### config.mk
export PLATFORM = sky130hd
export DESIGN_NAME = fetch_sequencer_flat
export DESIGN_NICKNAME = d
export VERILOG_FILES = /design/src/rtl/fetch_sequencer_pkg.sv /design/src/rtl/fetch_sequencer_if.sv /design/src/rtl/next_pc_unit.sv /design/src/rtl/fetch_sequencer.sv /design/src/flat_wrapper.sv
export SDC_FILE = /design/constraint.sdc
export NUM_CORES = 1
export LEC_CHECK = 0
export ABC_AREA = 1
export CAP_MARGIN = 20
export CORE_AREA = 2 2 99 101
export CTS_CLUSTER_SIZE = 40
export DETAILED_ROUTE_END_ITERATION = 6
export DIE_AREA = 0 0 101 103
export GPL_TIMING_DRIVEN = 0
export HOLD_SLACK_MARGIN = 0.05
export PLACE_DENSITY = 0.91
export SLEW_MARGIN = 30
export SYNTH_ARGS = -nofsm -noshare
export SYNTH_HDL_FRONTEND = slang
export SYNTH_SLANG_ARGS = --single-unit
### constraint.sdc
create_clock -name clk -period 2.9 [get_ports clk]
set_input_delay 0.58 -clock clk [delete_from_list [all_inputs] [get_ports clk]]
set_output_delay 0.58 -clock clk [all_outputs]
set_load 0.1 [all_outputs]
### src/rtl/fetch_sequencer_pkg.sv
`default_nettype none
// +----------------------------------------------------------------------------+
// | Module   : fetch_sequencer_pkg                                             |
// | Purpose  : Shared definitions for the fetch sequencer: control state       |
// |            encodings, opcode/funct constants, instruction classes and the  |
// |            opcode decoder used during ID.                                  |
// | Ports    : none (package)                                                  |
// | Revision : 1.0  initial release                                            |
// +----------------------------------------------------------------------------+
package fetch_sequencer_pkg;

  localparam int NUM_INSTR_DEFAULT = 14;
  localparam int PC_W_DEFAULT      = 8;

  typedef enum logic [2:0] {
    ST_IF   = 3'd0,
    ST_ID   = 3'd1,
    ST_EX   = 3'd2,
    ST_MEM  = 3'd3,
    ST_WB   = 3'd4,
    ST_HALT = 3'd5
  } state_e;

  typedef enum logic [2:0] {
    CL_RTYPE  = 3'd0,
    CL_ALUI   = 3'd1,
    CL_LOAD   = 3'd2,
    CL_STORE  = 3'd3,
    CL_BRANCH = 3'd4,
    CL_JUMP   = 3'd5,
    CL_JR     = 3'd6,
    CL_JAL    = 3'd7
  } class_e;

  localparam logic [5:0] OP_RTYPE = 6'h00;
  localparam logic [5:0] OP_J     = 6'h02;
  localparam logic [5:0] OP_JAL   = 6'h03;
  localparam logic [5:0] OP_BEQ   = 6'h04;
  localparam logic [5:0] OP_BNE   = 6'h05;
  localparam logic [5:0] OP_ADDIU = 6'h09;
  localparam logic [5:0] OP_LW    = 6'h23;
  localparam logic [5:0] OP_SW    = 6'h2B;
  localparam logic [5:0] FUNCT_JR = 6'h08;

  typedef struct packed {
    logic   valid;
    class_e cls;
  } decode_t;

  function automatic decode_t decode_instr(input logic [31:0] instr);
    decode_t d;
    d.valid = 1'b1;
    d.cls   = CL_RTYPE;
    case (instr[31:26])
      OP_RTYPE: d.cls = (instr[5:0] == FUNCT_JR) ? CL_JR : CL_RTYPE;
      OP_ADDIU: d.cls = CL_ALUI;
      OP_LW:    d.cls = CL_LOAD;
      OP_SW:    d.cls = CL_STORE;
      OP_BEQ,
      OP_BNE:   d.cls = CL_BRANCH;
      OP_J:     d.cls = CL_JUMP;
      OP_JAL:   d.cls = CL_JAL;
      default:  d.valid = 1'b0;
    endcase
    return d;
  endfunction

  function automatic logic needs_mem(input class_e c);
    return (c == CL_LOAD) || (c == CL_STORE);
  endfunction

  function automatic logic needs_wb(input class_e c);
    return (c == CL_RTYPE) || (c == CL_ALUI) || (c == CL_LOAD) || (c == CL_JAL);
  endfunction

endpackage
`default_nettype wire

### src/rtl/fetch_sequencer_if.sv
`default_nettype none
// +----------------------------------------------------------------------------+
// | Module   : fetch_sequencer_if                                              |
// | Purpose  : Bundle of the instruction-memory fetch interface and the        |
// |            sequencer status outputs.                                       |
// | Ports    : master (sequencer)  in : instr, rs_data, rt_data                |
// |                                out: state, pc, ir, ra_we, ra_data,         |
// |                                     retired, halted, illegal               |
// |            slave  (memory/env) mirror image of master                      |
// | Revision : 1.0  initial release                                            |
// +----------------------------------------------------------------------------+
interface fetch_sequencer_if
  import fetch_sequencer_pkg::*;
#(
  parameter int PC_W = PC_W_DEFAULT
);
  logic [31:0]     instr;
  logic [31:0]     rs_data;
  logic [31:0]     rt_data;
  logic [2:0]      state;
  logic [PC_W-1:0] pc;
  logic [31:0]     ir;
  logic            ra_we;
  logic [31:0]     ra_data;
  logic [15:0]     retired;
  logic            halted;
  logic            illegal;

  modport master (
    input  instr, rs_data, rt_data,
    output state, pc, ir, ra_we, ra_data, retired, halted, illegal
  );

  modport slave (
    output instr, rs_data, rt_data,
    input  state, pc, ir, ra_we, ra_data, retired, halted, illegal
  );
endinterface
`default_nettype wire

### src/rtl/next_pc_unit.sv
`default_nettype none
// +----------------------------------------------------------------------------+
// | Module   : next_pc_unit                                                    |
// | Purpose  : Combinational redirect logic. Reports whether the current       |
// |            instruction redirects the PC and, if so, where to.              |
// | Ports    : pc_i      in  PC_W  current word index                          |
// |            ir_i      in  32    latched instruction                         |
// |            rs_data_i in  32    register value for ir[25:21]                |
// |            rt_data_i in  32    register value for ir[20:16]                |
// |            cls_i     in  3     instruction class                           |
// |            target_o  out PC_W  redirect target                             |
// |            taken_o   out 1     redirect instead of pc+1                    |
// | Revision : 1.0  initial release                                            |
// +----------------------------------------------------------------------------+
module next_pc_unit
  import fetch_sequencer_pkg::*;
#(
  parameter int PC_W = PC_W_DEFAULT
) (
  input  logic [PC_W-1:0] pc_i,
  input  logic [31:0]     ir_i,
  input  logic [31:0]     rs_data_i,
  input  logic [31:0]     rt_data_i,
  input  class_e          cls_i,
  output logic [PC_W-1:0] target_o,
  output logic            taken_o
);

  // Branch target computed at full word width, then truncated; this gives
  // the modulo-2^PC_W wrap for backward offsets past zero.
  logic [31:0] w_br_sum;
  assign w_br_sum = {{(32-PC_W){1'b0}}, pc_i} + 32'd1 + {{16{ir_i[15]}}, ir_i[15:0]};

  always_comb begin
    taken_o  = 1'b0;
    target_o = w_br_sum[PC_W-1:0];
    case (cls_i)
      CL_BRANCH: taken_o = (rs_data_i == rt_data_i) ^ (ir_i[31:26] == OP_BNE);
      CL_JUMP,
      CL_JAL: begin
        taken_o  = 1'b1;
        target_o = ir_i[PC_W-1:0];
      end
      CL_JR: begin
        taken_o  = 1'b1;
        target_o = rs_data_i[PC_W-1:0];
      end
      default: taken_o = 1'b0;
    endcase
  end

  logic w_unused;
  assign w_unused = ^{ir_i[25:16], w_br_sum[31:PC_W]};

endmodule
`default_nettype wire

### src/rtl/fetch_sequencer.sv
`default_nettype none
// +----------------------------------------------------------------------------+
// | Module   : fetch_sequencer                                                 |
// | Purpose  : Multi-cycle IF/ID/EX/MEM/WB control sequencer. Drives state and |
// |            pc to instruction memory, latches the instruction, walks the    |
// |            per-class state path, computes the next PC and halts when       |
// |            execution leaves the program or hits an undecodable opcode.     |
// | Ports    : clk  in  1   clock, posedge                                     |
// |            rst  in  1   synchronous active-high reset                      |
// |            bus  fetch_sequencer_if.master (instr/rs_data/rt_data in;       |
// |                 state/pc/ir/ra_we/ra_data/retired/halted/illegal out)      |
// | Revision : 1.0  initial release                                            |
// +----------------------------------------------------------------------------+
module fetch_sequencer
  import fetch_sequencer_pkg::*;
#(
  parameter int NUM_INSTR = NUM_INSTR_DEFAULT,
  parameter int PC_W      = PC_W_DEFAULT
) (
  input  logic                  clk,
  input  logic                  rst,
  fetch_sequencer_if.master     bus
);

  localparam logic [PC_W:0] C_NUM_INSTR = (PC_W+1)'(NUM_INSTR);

  state_e          state_q, state_d;
  logic [PC_W-1:0] pc_q, pc_d;
  logic [31:0]     ir_q, ir_d;
  class_e          cls_q, cls_d;
  logic [15:0]     retired_q, retired_d;
  logic            illegal_q, illegal_d;

  decode_t         w_dec;
  logic [PC_W-1:0] w_pc_inc;
  logic [PC_W-1:0] w_target;
  logic            w_taken;
  logic [PC_W-1:0] w_next_pc;
  logic            w_complete;
  logic            w_ra_we;

  assign w_dec     = decode_instr(bus.instr);
  assign w_pc_inc  = pc_q + PC_W'(1);
  assign w_next_pc = w_taken ? w_target : w_pc_inc;

  // Redirect logic always looks at the latched ir/class, never at instr.
  next_pc_unit #(
    .PC_W (PC_W)
  ) u_next_pc (
    .pc_i      (pc_q),
    .ir_i      (ir_q),
    .rs_data_i (bus.rs_data),
    .rt_data_i (bus.rt_data),
    .cls_i     (cls_q),
    .target_o  (w_target),
    .taken_o   (w_taken)
  );

  always_ff @(posedge clk) begin
    if (rst) begin
      state_q   <= ST_IF;
      pc_q      <= '0;
      ir_q      <= '0;
      cls_q     <= CL_RTYPE;
      retired_q <= '0;
      illegal_q <= 1'b0;
    end else begin
      state_q   <= state_d;
      pc_q      <= pc_d;
      ir_q      <= ir_d;
      cls_q     <= cls_d;
      retired_q <= retired_d;
      illegal_q <= illegal_d;
    end
  end

  always_comb begin
    state_d    = state_q;
    pc_d       = pc_q;
    ir_d       = ir_q;
    cls_d      = cls_q;
    retired_d  = retired_q;
    illegal_d  = illegal_q;
    w_complete = 1'b0;

    case (state_q)
      ST_IF: state_d = ST_ID;
      ST_ID: begin
        ir_d = bus.instr;
        if (w_dec.valid) begin
          cls_d   = w_dec.cls;
          state_d = ST_EX;
        end else begin
          state_d   = ST_HALT;
          illegal_d = 1'b1;
        end
      end
      ST_EX: begin
        if (needs_mem(cls_q))     state_d = ST_MEM;
        else if (needs_wb(cls_q)) state_d = ST_WB;
        else                      w_complete = 1'b1;
      end
      ST_MEM: begin
        if (needs_wb(cls_q)) state_d = ST_WB;
        else                 w_complete = 1'b1;
      end
      ST_WB:   w_complete = 1'b1;
      ST_HALT: state_d = ST_HALT;
      default: state_d = ST_HALT;
    endcase

    // Every class retires on the edge leaving its last state; the pc
    // update rides on the same edge (EX for branch/j/jr, WB for jal).
    if (w_complete) begin
      pc_d      = w_next_pc;
      retired_d = (retired_q == 16'hFFFF) ? retired_q : retired_q + 16'd1;
      state_d   = ({1'b0, w_next_pc} < C_NUM_INSTR) ? ST_IF : ST_HALT;
    end
  end

  assign w_ra_we     = (state_q == ST_WB) && (cls_q == CL_JAL);

  assign bus.state   = state_q;
  assign bus.pc      = pc_q;
  assign bus.ir      = ir_q;
  assign bus.ra_we   = w_ra_we;
  assign bus.ra_data = w_ra_we ? {{(32-PC_W){1'b0}}, w_pc_inc} : 32'd0;
  assign bus.retired = retired_q;
  assign bus.halted  = (state_q == ST_HALT);
  assign bus.illegal = illegal_q;

endmodule
`default_nettype wire

### src/flat_wrapper.sv
// flat-port wrapper written by rule: the top's interface ports become plain ports
module fetch_sequencer_flat import fetch_sequencer_pkg::*;
#(
  parameter int NUM_INSTR = NUM_INSTR_DEFAULT,
  parameter int PC_W      = PC_W_DEFAULT
)
  (clk, rst, bus_instr, bus_rs_data, bus_rt_data, bus_state, bus_pc, bus_ir, bus_ra_we, bus_ra_data, bus_retired, bus_halted, bus_illegal);
  fetch_sequencer_if #(.PC_W(PC_W)) bus_i ();
  input  logic clk;
  input  logic rst;
  input wire logic [$bits(bus_i.instr)-1:0] bus_instr;
  input wire logic [$bits(bus_i.rs_data)-1:0] bus_rs_data;
  input wire logic [$bits(bus_i.rt_data)-1:0] bus_rt_data;
  output wire logic [$bits(bus_i.state)-1:0] bus_state;
  output wire logic [$bits(bus_i.pc)-1:0] bus_pc;
  output wire logic [$bits(bus_i.ir)-1:0] bus_ir;
  output wire logic [$bits(bus_i.ra_we)-1:0] bus_ra_we;
  output wire logic [$bits(bus_i.ra_data)-1:0] bus_ra_data;
  output wire logic [$bits(bus_i.retired)-1:0] bus_retired;
  output wire logic [$bits(bus_i.halted)-1:0] bus_halted;
  output wire logic [$bits(bus_i.illegal)-1:0] bus_illegal;
  assign bus_i.instr = bus_instr;
  assign bus_i.rs_data = bus_rs_data;
  assign bus_i.rt_data = bus_rt_data;
  assign bus_state = bus_i.state;
  assign bus_pc = bus_i.pc;
  assign bus_ir = bus_i.ir;
  assign bus_ra_we = bus_i.ra_we;
  assign bus_ra_data = bus_i.ra_data;
  assign bus_retired = bus_i.retired;
  assign bus_halted = bus_i.halted;
  assign bus_illegal = bus_i.illegal;
  fetch_sequencer #(.NUM_INSTR(NUM_INSTR), .PC_W(PC_W)) u_core (.clk(clk), .rst(rst), .bus(bus_i));
endmodule
* Word-level counts from Yosys, hierarchy flattened
Index checks and enable logic that the tools add are counted.
Storage, ports and cells: input port bits 98, output and inout bits 94, word-level logic and storage cells 69, flip-flop bits (word level) 63
Operators by class: equal/unequal tests 24, add/subtract/negate cells 4, bitwise logic cells 3, muxes and demuxes 16, reduce and logical (&&, ||, !) cells 15, $lt $le $gt $ge 1
Operators by type and width (number):
- 32-bit == test | 1
- 3-bit one-hot mux with 7 select lines | 1
- 3-bit == test (second input constant) | 6
- 6-bit by 3-bit == test with 1-bit output (second input constant) | 3
- 3-bit 2-to-1 mux | 6
- 16-bit by 1-bit adder with 16-bit output (second input constant) | 1
- 8-bit by 1-bit adder with 8-bit output (second input constant) | 2
- 16-bit == test (second input constant) | 1
- 8-bit 2-to-1 mux | 2
- 8-bit one-hot mux with 2 select lines | 1
- 3-bit one-hot mux with 5 select lines | 1
- 3-bit by 2-bit == test with 1-bit output (second input constant) | 4
- 6-bit by 2-bit == test with 1-bit output (second input constant) | 2
- 6-bit by 4-bit == test with 1-bit output (second input constant) | 2
- 6-bit == test (second input constant) | 2
- 8-bit adder | 1
- 8-bit by 4-bit < comparator with 1-bit output (second input constant) | 1
- 8-bit OR reduction | 1
- 3-bit by 1-bit == test with 1-bit output (second input constant) | 2
- 3-bit logical NOT | 2
- 6-bit logical NOT | 1
- 2-bit AND reduction | 3
- 1-bit logical OR | 4
- 2-bit OR reduction | 2
- other kinds (8) | 11

* Logic depth before layout (Yosys ltp)
Gate-level depths: netlist of the first run.
depth after elaboration 8, mapped depth 17

* Cells and area by module
From an unflattened synthesis of the first run, not the netlist that was laid out.
Second synthesis, totals: cells, all modules 686, area, all modules 4311.6 µm²
By module, submodules not included:
- fetch_sequencer | cells each 468, times used 1, area an instance 3203.1 µm²
- next_pc_unit | cells each 218, times used 1, area an instance 1108.6 µm²

* Least setup slack after synthesis of the first run
No wires, ideal clock.
path kind reg-to-output, start register u_core.state_q[2], in the netlist u_core.bus.state[2], end output port bus_ra_data[5], path buffers 0, path slack -2965 ps, data required time 2320 ps, stages on the path, launching flop included 5, data arrival time 5285 ps, cells stage by stage dfxtp_1 > inv_1 > nor3_1 > inv_1 > nor2_1
On the way: word-level cells in the longest chain between the ends 3
RTL lines:
- start, declared | RTL line fetch_sequencer.sv:27 | state_e state_q, state_d;
- start signal, assigned | RTL line fetch_sequencer.sv:68 | state_q <= state_d;
- 3-bit == test | RTL line fetch_sequencer.sv:121 | assign w_ra_we = (state_q == ST_WB) && (cls_q == CL_JAL);
- 1-bit logical AND | RTL line fetch_sequencer.sv:121
- named net bus_ra_we | RTL line flat_wrapper.sv:17 | output wire logic [$bits(bus_i.ra_we)-1:0] bus_ra_we;
- 8-bit 2-to-1 mux | RTL line fetch_sequencer.sv:127 | assign bus.ra_data = w_ra_we ? {{(32-PC_W){1'b0}}, w_pc_inc} : 32'd0;
- end, declared | RTL line flat_wrapper.sv:18 | output wire logic [$bits(bus_i.ra_data)-1:0] bus_ra_data;
The timed path passes the listed nets, and every way through them passes these cells.

* Worst setup path in the final report of the first run
start register u_core.cls_q[2], end output port bus_ra_we
On the way: word-level cells in the longest chain between the ends 2
RTL lines:
- start, declared | RTL line fetch_sequencer.sv:30 | class_e cls_q, cls_d;
- start signal, assigned | RTL line fetch_sequencer.sv:71 | cls_q <= cls_d;
- 3-bit == test | RTL line fetch_sequencer.sv:121
- 1-bit logical AND | RTL line fetch_sequencer.sv:121
- end, declared | RTL line flat_wrapper.sv:17
Every way passes these cells.

==> flow_summary.toml, run 1 <==
[global_route]
grt_pass1_wl_mm = 20.5
grt_usage_pct = 24.7
antenna_found_initial = 0
grt_max_degree = 12
grt_pass1_vias = 4552
grt_overflow = 0

[critical_path]
crit_path_cell_trace = "buf_6, nand2_8, inv_4, nand2_4, nor3_4, clkdlybuf4s15_1"
arrival_ns = 2.20
slowest_stage = "clkdlybuf4s15_1"
cp.buffers_inverters = 3
path_class = "flip-flop to output pin"
cp-end-kind = "output pin"
cp-start-kind = "flip-flop"
cp.required_ns = 2.32
slowest_delay_ns = 0.88
cp_max_fo = 10
critPathTopFamily = "buffers and inverters"

[floorplan]
start_util_pct = 44.7
row_count = 36
die_h_microns = 103
io_pins = 192
design.die.area_sq_um = 10400
coreArea_sq_um = 9460
die_w_microns = 101

[logic_synthesis]
ys_ff_latch = 63
synth_warnings = 0
syn-instance-count = 668
synth_area_per_cell_sq_um = 6.33
netlist_area_sq_um = 4230
yosysSeqAreaShare_pct = 29.8
synth.area.top_cells = "dfxtp_1 30%, nand2_1 14%, inv_1 8.6%, nor2_1 8.3%, o21ai_0 7.1%"
synth_top_cell_by_area = "dfxtp_1"
synth_top_area_share_pct = 29.8
synth.distinct_cells = 40

[cells_and_area]
area_growth_pct = 51.9
drive_gt1_share_pct = 9.85
layout.nets = 977
final_core_utilization_pct = 67.9
most-common-layout-cells = "158 x nand2_1, 158 x clkdlybuf4s50_1, 94 x inv_1, 87 x nor2_1, 60 x o21ai_0"
n_antenna_cell = 0

[power]
power_density_nw_per_um2 = 627
switching_share_pct = 50.7
clock_power_share_pct = 19.8
p_sw_uw = 2040
pwr-share-comb_pct = 52.6
leakage_uw = 0.00286
vdd_drop_max_mv = 0.718
p_int_uw = 1990
power_frac_seq_pct = 27.6

[placement]
pre_cts_slack_ns = -0.299
portBuffers = 167
place_congestion = 0.980
dp_hpwl_mm = 10.3

[sta]
slew_headroom_pct = 31.7
worstMarginPinSlew_ns = 1.02
fmax_mhz = 360
whs_ns = 0.452
rsz0062_at_grt = "no"
min_period_ns = 2.78
finalCritPeriodShare_pct = 95.9
drv_slew = 0
fin_skew_ns = 0.00798
final-setup-viol-count = 0
fin_ws_ns = 0.120
finalHoldViolations = 0

[clock_tree]
h-tree-depth = 3
cts_buffers = 9
root_buffer = "clkbuf_8"
clk_pin_slew_ns = 0.07
cts_setup_buffers = 0
cts_sinks = 63
insertion_delay_ns = 0.34
tritoncts = "built"
ctsHoldBuffers = 0
clockBufferDepth = 2

[run]
maxCapViolations = 0

[detailed_routing]
dr.first_iter.drc_count = 178
drt-pass1-iter-count = 5
avgViaCountPerCell = 4.87
wl_mm = 12.7
avgRoutedWirePerCell_microns = 12.9
drc = 0
antenna_left = 0
vias = 4809

[worst_hold_path]
hold_class = "flip-flop to flip-flop"

[run_status]
status = "complete, no violations"
-- registers in the layout, summed over array words and instances (netlist names) --
register	flops
u_core.cls_q	3
u_core.bus.ir	32
u_core.bus.state	3
u_core.bus.pc	8
u_core.bus.retired	16
u_core.bus.illegal	1
-- path summary, 6_finish.rpt --
path                      start             endpoint  slack, ns  cells past startpoint
min          u_core.bus.illegal   u_core.bus.illegal       0.45                      2
max reg2reg    u_core.bus.pc[2]  u_core.bus.state[2]       0.61                     14
max             u_core.cls_q[2]            bus_ra_we       0.12                      6
min reg2reg  u_core.bus.illegal   u_core.bus.illegal       0.45                      2
-- routing by layer --
metal	part of all wire [%]	wire length, microns	GRT usage (%)
met4	1.6	201	7.17
met1	44	5540	29.3
met3	7.5	957	7.25
met2	47	6000	43.5
met5	0	0	0
-- power groups by stage --
stage | Clock [uW] | Combinational (uW) | Sequential, uW
after floorplan | 0 | 632 | 2050
after global placement | 0 | 2090 | 1120
after detailed placement | 0 | 2110 | 1120
after CTS | 810 | 2120 | 1110
after global routing | 851 | 2230 | 1130
final | 800 | 2120 | 1110
-- timing repair --
action                                  4_1_cts  5_1_grt
gates resized for setup                      36       10
pin swaps                                     0        0
endpoints found under the setup margin        9        8
-- final cells by class --
cell class | count | area, sq um
fill | 835 | 3030
buffer | 37 | 236
sequential | 63 | 1280
multi-input combinational | 491 | 2530
timing repair buffer | 167 | 1650
tap | 114 | 143
clock inverter | 5 | 56.3
clock buffer | 10 | 149
inverter | 100 | 382
-- per-stage QoR --
stage	instances	instance area [sq um]	power, uW	setup TNS [ns]
after global routing	987	6430	4210	0
after global placement	972	6230	3220	-1.60
after CTS	987	6410	4040	0
final	987	6430	4030	0
after detailed placement	972	6230	3240	-1.69
after floorplan	691	4420	2680	-2.50
-- synth_stat cells --
master / instances
nand2_1: 158
inv_1: 97
nor2_1: 94
dfxtp_1: 63
o21ai_0: 60
a21oi_1: 34
nand3_1: 29
buf_4: 24
xnor2_1: 19
nor3_1: 12
clkbuf_1: 11
ha_1: 9
xor2_1: 9
nand4_1: 5
nor4_1: 4
nand2_2: 3
nand2_4: 3
nor2_4: 3
o22ai_1: 3
a31oi_1: 2
inv_2: 2
nand3b_4: 2
nor2_2: 2
nor3b_2: 2
o211ai_1: 2
o21a_1: 2
a211oi_1: 1
a22o_1: 1
a41oi_1: 1
buf_1: 1
buf_6: 1
clkinv_1: 1
conb_1: 1
fa_1: 1
nand3b_1: 1
o21ai_2: 1
o21bai_1: 1
o221ai_1: 1
o311ai_0: 1
or2_2: 1
-- worst reg2reg max path: cells and delay by family, from the launching register on --
family                     cells  cell delay, ns
and+or+nand+nor               12            1.02
AOI/OAI and AO/OA              1            0.42
adders and majority gates      1            0.37
DFF                            1            0.38
-- logic make-up (layout without fill, tap and decap cells) --
group                    after synthesis  in the layout  share of synthesized area, %
AND/OR/NAND/NOR                      319            319                          32.7
flip-flops                            63             63                          29.8
other                                  1             24                        0.0886
adder cells (fa/ha/maj)               10             10                          3.14
buffers and inverters                137            319                          14.5
AO/OA/AOI/OAI                        110            110                          14.0
XOR/XNOR                              28             28                          5.80
No activity file was read; power rests on OpenSTA's default activity.
==> inputs of run 2 (changes only) <==
--- a/config.mk
+++ b/config.mk
@@ -7,13 +7,14 @@
 export LEC_CHECK = 0
 export ABC_AREA = 1
 export CAP_MARGIN = 20
-export CORE_AREA = 2 2 99 101
+export CORE_AREA = 2 2 98 100
+export CTS_BUF_LIST = sky130_fd_sc_hd__clkbuf_8
 export CTS_CLUSTER_SIZE = 40
 export DETAILED_ROUTE_END_ITERATION = 6
-export DIE_AREA = 0 0 101 103
+export DIE_AREA = 0 0 100 102
 export GPL_TIMING_DRIVEN = 0
 export HOLD_SLACK_MARGIN = 0.05
-export PLACE_DENSITY = 0.91
+export PLACE_DENSITY = 0.92
 export SLEW_MARGIN = 30
 export SYNTH_ARGS = -nofsm -noshare
 export SYNTH_HDL_FRONTEND = slang
==> flow_summary.toml, run 2 (same netlist as run 1, synthesis figures left out) <==
[placement]
place_congestion = 1.01
portBuffers = 167
dpl-instance-area_sq_um = 6230
dp_hpwl_mm = 10.4

[run_status]
status = "complete, no violations"

[critical_path]
crit_path_cell_trace = "buf_6, nand2_8, inv_4, nand2_4, nor3_4, clkinvlp_4, nor2_4, clkbuf_4"
cp-end-kind = "output pin"
slowest_stage = "clkinvlp_4"
cp.required_ns = 2.32
path_class = "flip-flop to output pin"
slowest_delay_ns = 0.34
cp-start-kind = "flip-flop"
cp.buffers_inverters = 4
arrival_ns = 2.20
critPathTopFamily = "buffers and inverters"
cp_max_fo = 10

[floorplan]
die_h_microns = 102
row_count = 35
start_util_pct = 46.4
coreArea_sq_um = 9110
die_w_microns = 100
io_pins = 192
design.die.area_sq_um = 10200

[global_route]
grt_usage_pct = 25.5
grt_pass1_wl_mm = 20.9
grt_overflow = 0
grt_max_degree = 12
antenna_found_initial = 0
grt_pass1_vias = 4589

[worst_hold_path]
hold_class = "flip-flop to flip-flop"

[detailed_routing]
wl_mm = 12.8
dr.first_iter.drc_count = 204
avgRoutedWirePerCell_microns = 13.0
antenna_left = 0
drc = 0
vias = 4799
drt-pass1-iter-count = 5
avgViaCountPerCell = 4.88

[cells_and_area]
n_antenna_cell = 0
ff_latch_area_sq_um = 1280
largest_register_ffs = 32
final_core_utilization_pct = 70.3
layout.nets = 977
most-common-layout-cells = "158 x nand2_1, 158 x clkdlybuf4s50_1, 94 x inv_1, 87 x nor2_1, 60 x o21ai_0"
fin_area_sq_um = 6400
drive_gt1_share_pct = 9.97
fillers = 777
multi_input_area_sq_um = 2530
area_growth_pct = 51.4

[sta]
finalHoldViolations = 0
drv_slew = 0
finalCritPeriodShare_pct = 95.7
fmax_mhz = 360
final-setup-viol-count = 0
min_period_ns = 2.78
worstMarginPinSlew_ns = 0.998
fin_skew_ns = 0.00728
rsz0062_at_grt = "yes"
slew_headroom_pct = 33.3

[clock_tree]
root_buffer = "clkbuf_8"
insertion_delay_ns = 0.34
cts_buffers = 9
clockBufferDepth = 2
cts_sinks = 63
clk_pin_slew_ns = 0.07
h-tree-depth = 3
tritoncts = "built"

[power]
leakage_uw = 0.00284
vdd_drop_max_mv = 0.845
power_density_nw_per_um2 = 621
pwr-share-comb_pct = 53.3
power_uw = 3980
p_int_uw = 1940
power_frac_seq_pct = 28.0
switching_share_pct = 51.3
clock_power_share_pct = 18.6
p_sw_uw = 2040

[run]
maxCapViolations = 0
[run 2: tightest hold or removal path: cells and delay by family (launching register included)]
kind	cells	cell delay, ns
DFF	1	0.31
AOI/OAI and AO/OA	1	0.06
buffers and inverters	1	0.05
[run 2: worst paths after layout]
kind / start / endpoint / slack [ns] / depth (start not counted)
worst max-delay path: u_core.cls_q[2] / bus_ra_data[0] / 0.12 / 8
worst min register to register: u_core.bus.illegal / u_core.bus.illegal / 0.46 / 2
worst min-delay path: u_core.bus.illegal / u_core.bus.illegal / 0.46 / 2
worst max register to register: u_core.bus.pc[2] / u_core.bus.state[2] / 0.63 / 14
[run 2: through the flow]
stage          worst slack, ns  std cells  hold WS, ns  TNS (ns)
2_1_floorplan           -0.427        691        0.507     -2.50
3_3_place_gp            -0.287        969        0.438     -1.59
4_1_cts                 0.0240        984        0.471         0
3_5_place_dp            -0.320        969        0.460     -1.82
6_report                 0.124        984        0.462         0
5_1_grt              -0.000866        984        0.495  -0.00121
[run 2: layer usage]
metal / track usage (%) / up-vias / routed length, microns
li1: - / 2468 / -
met1: 30.5 / 2118 / 5440
met2: 44.9 / 185 / 6140
met3: 6.63 / 28 / 938
met4: 8.54 / 0 / 312
met5: 0 / - / 0
[run 2: repair_timing]
action                     CTS  global route
hold endpoints to repair     0             0
gates resized for setup     37             9
buffers inserted             0             0
pin swaps                    0             0
setup endpoints to repair    9             7
hold buffers                 0             0
[run 2: layout make-up]
cell class,instances,area share (%)
buffer,37,3.69
clock buffer,9,1.93
clock inverter,6,0.957
inverter,100,5.96
multi-input combinational,491,39.5
sequential,63,19.9
tap,111,2.17
timing repair buffer,167,25.8
[run 2: power groups by stage]
stage,clock (uW),sequential [uW],combinational [uW]
after floorplan,0,2050,632
after global placement,0,1120,2090
after detailed placement,0,1130,2110
after CTS,750,1110,2120
after global routing,786,1130,2230
final,741,1120,2120
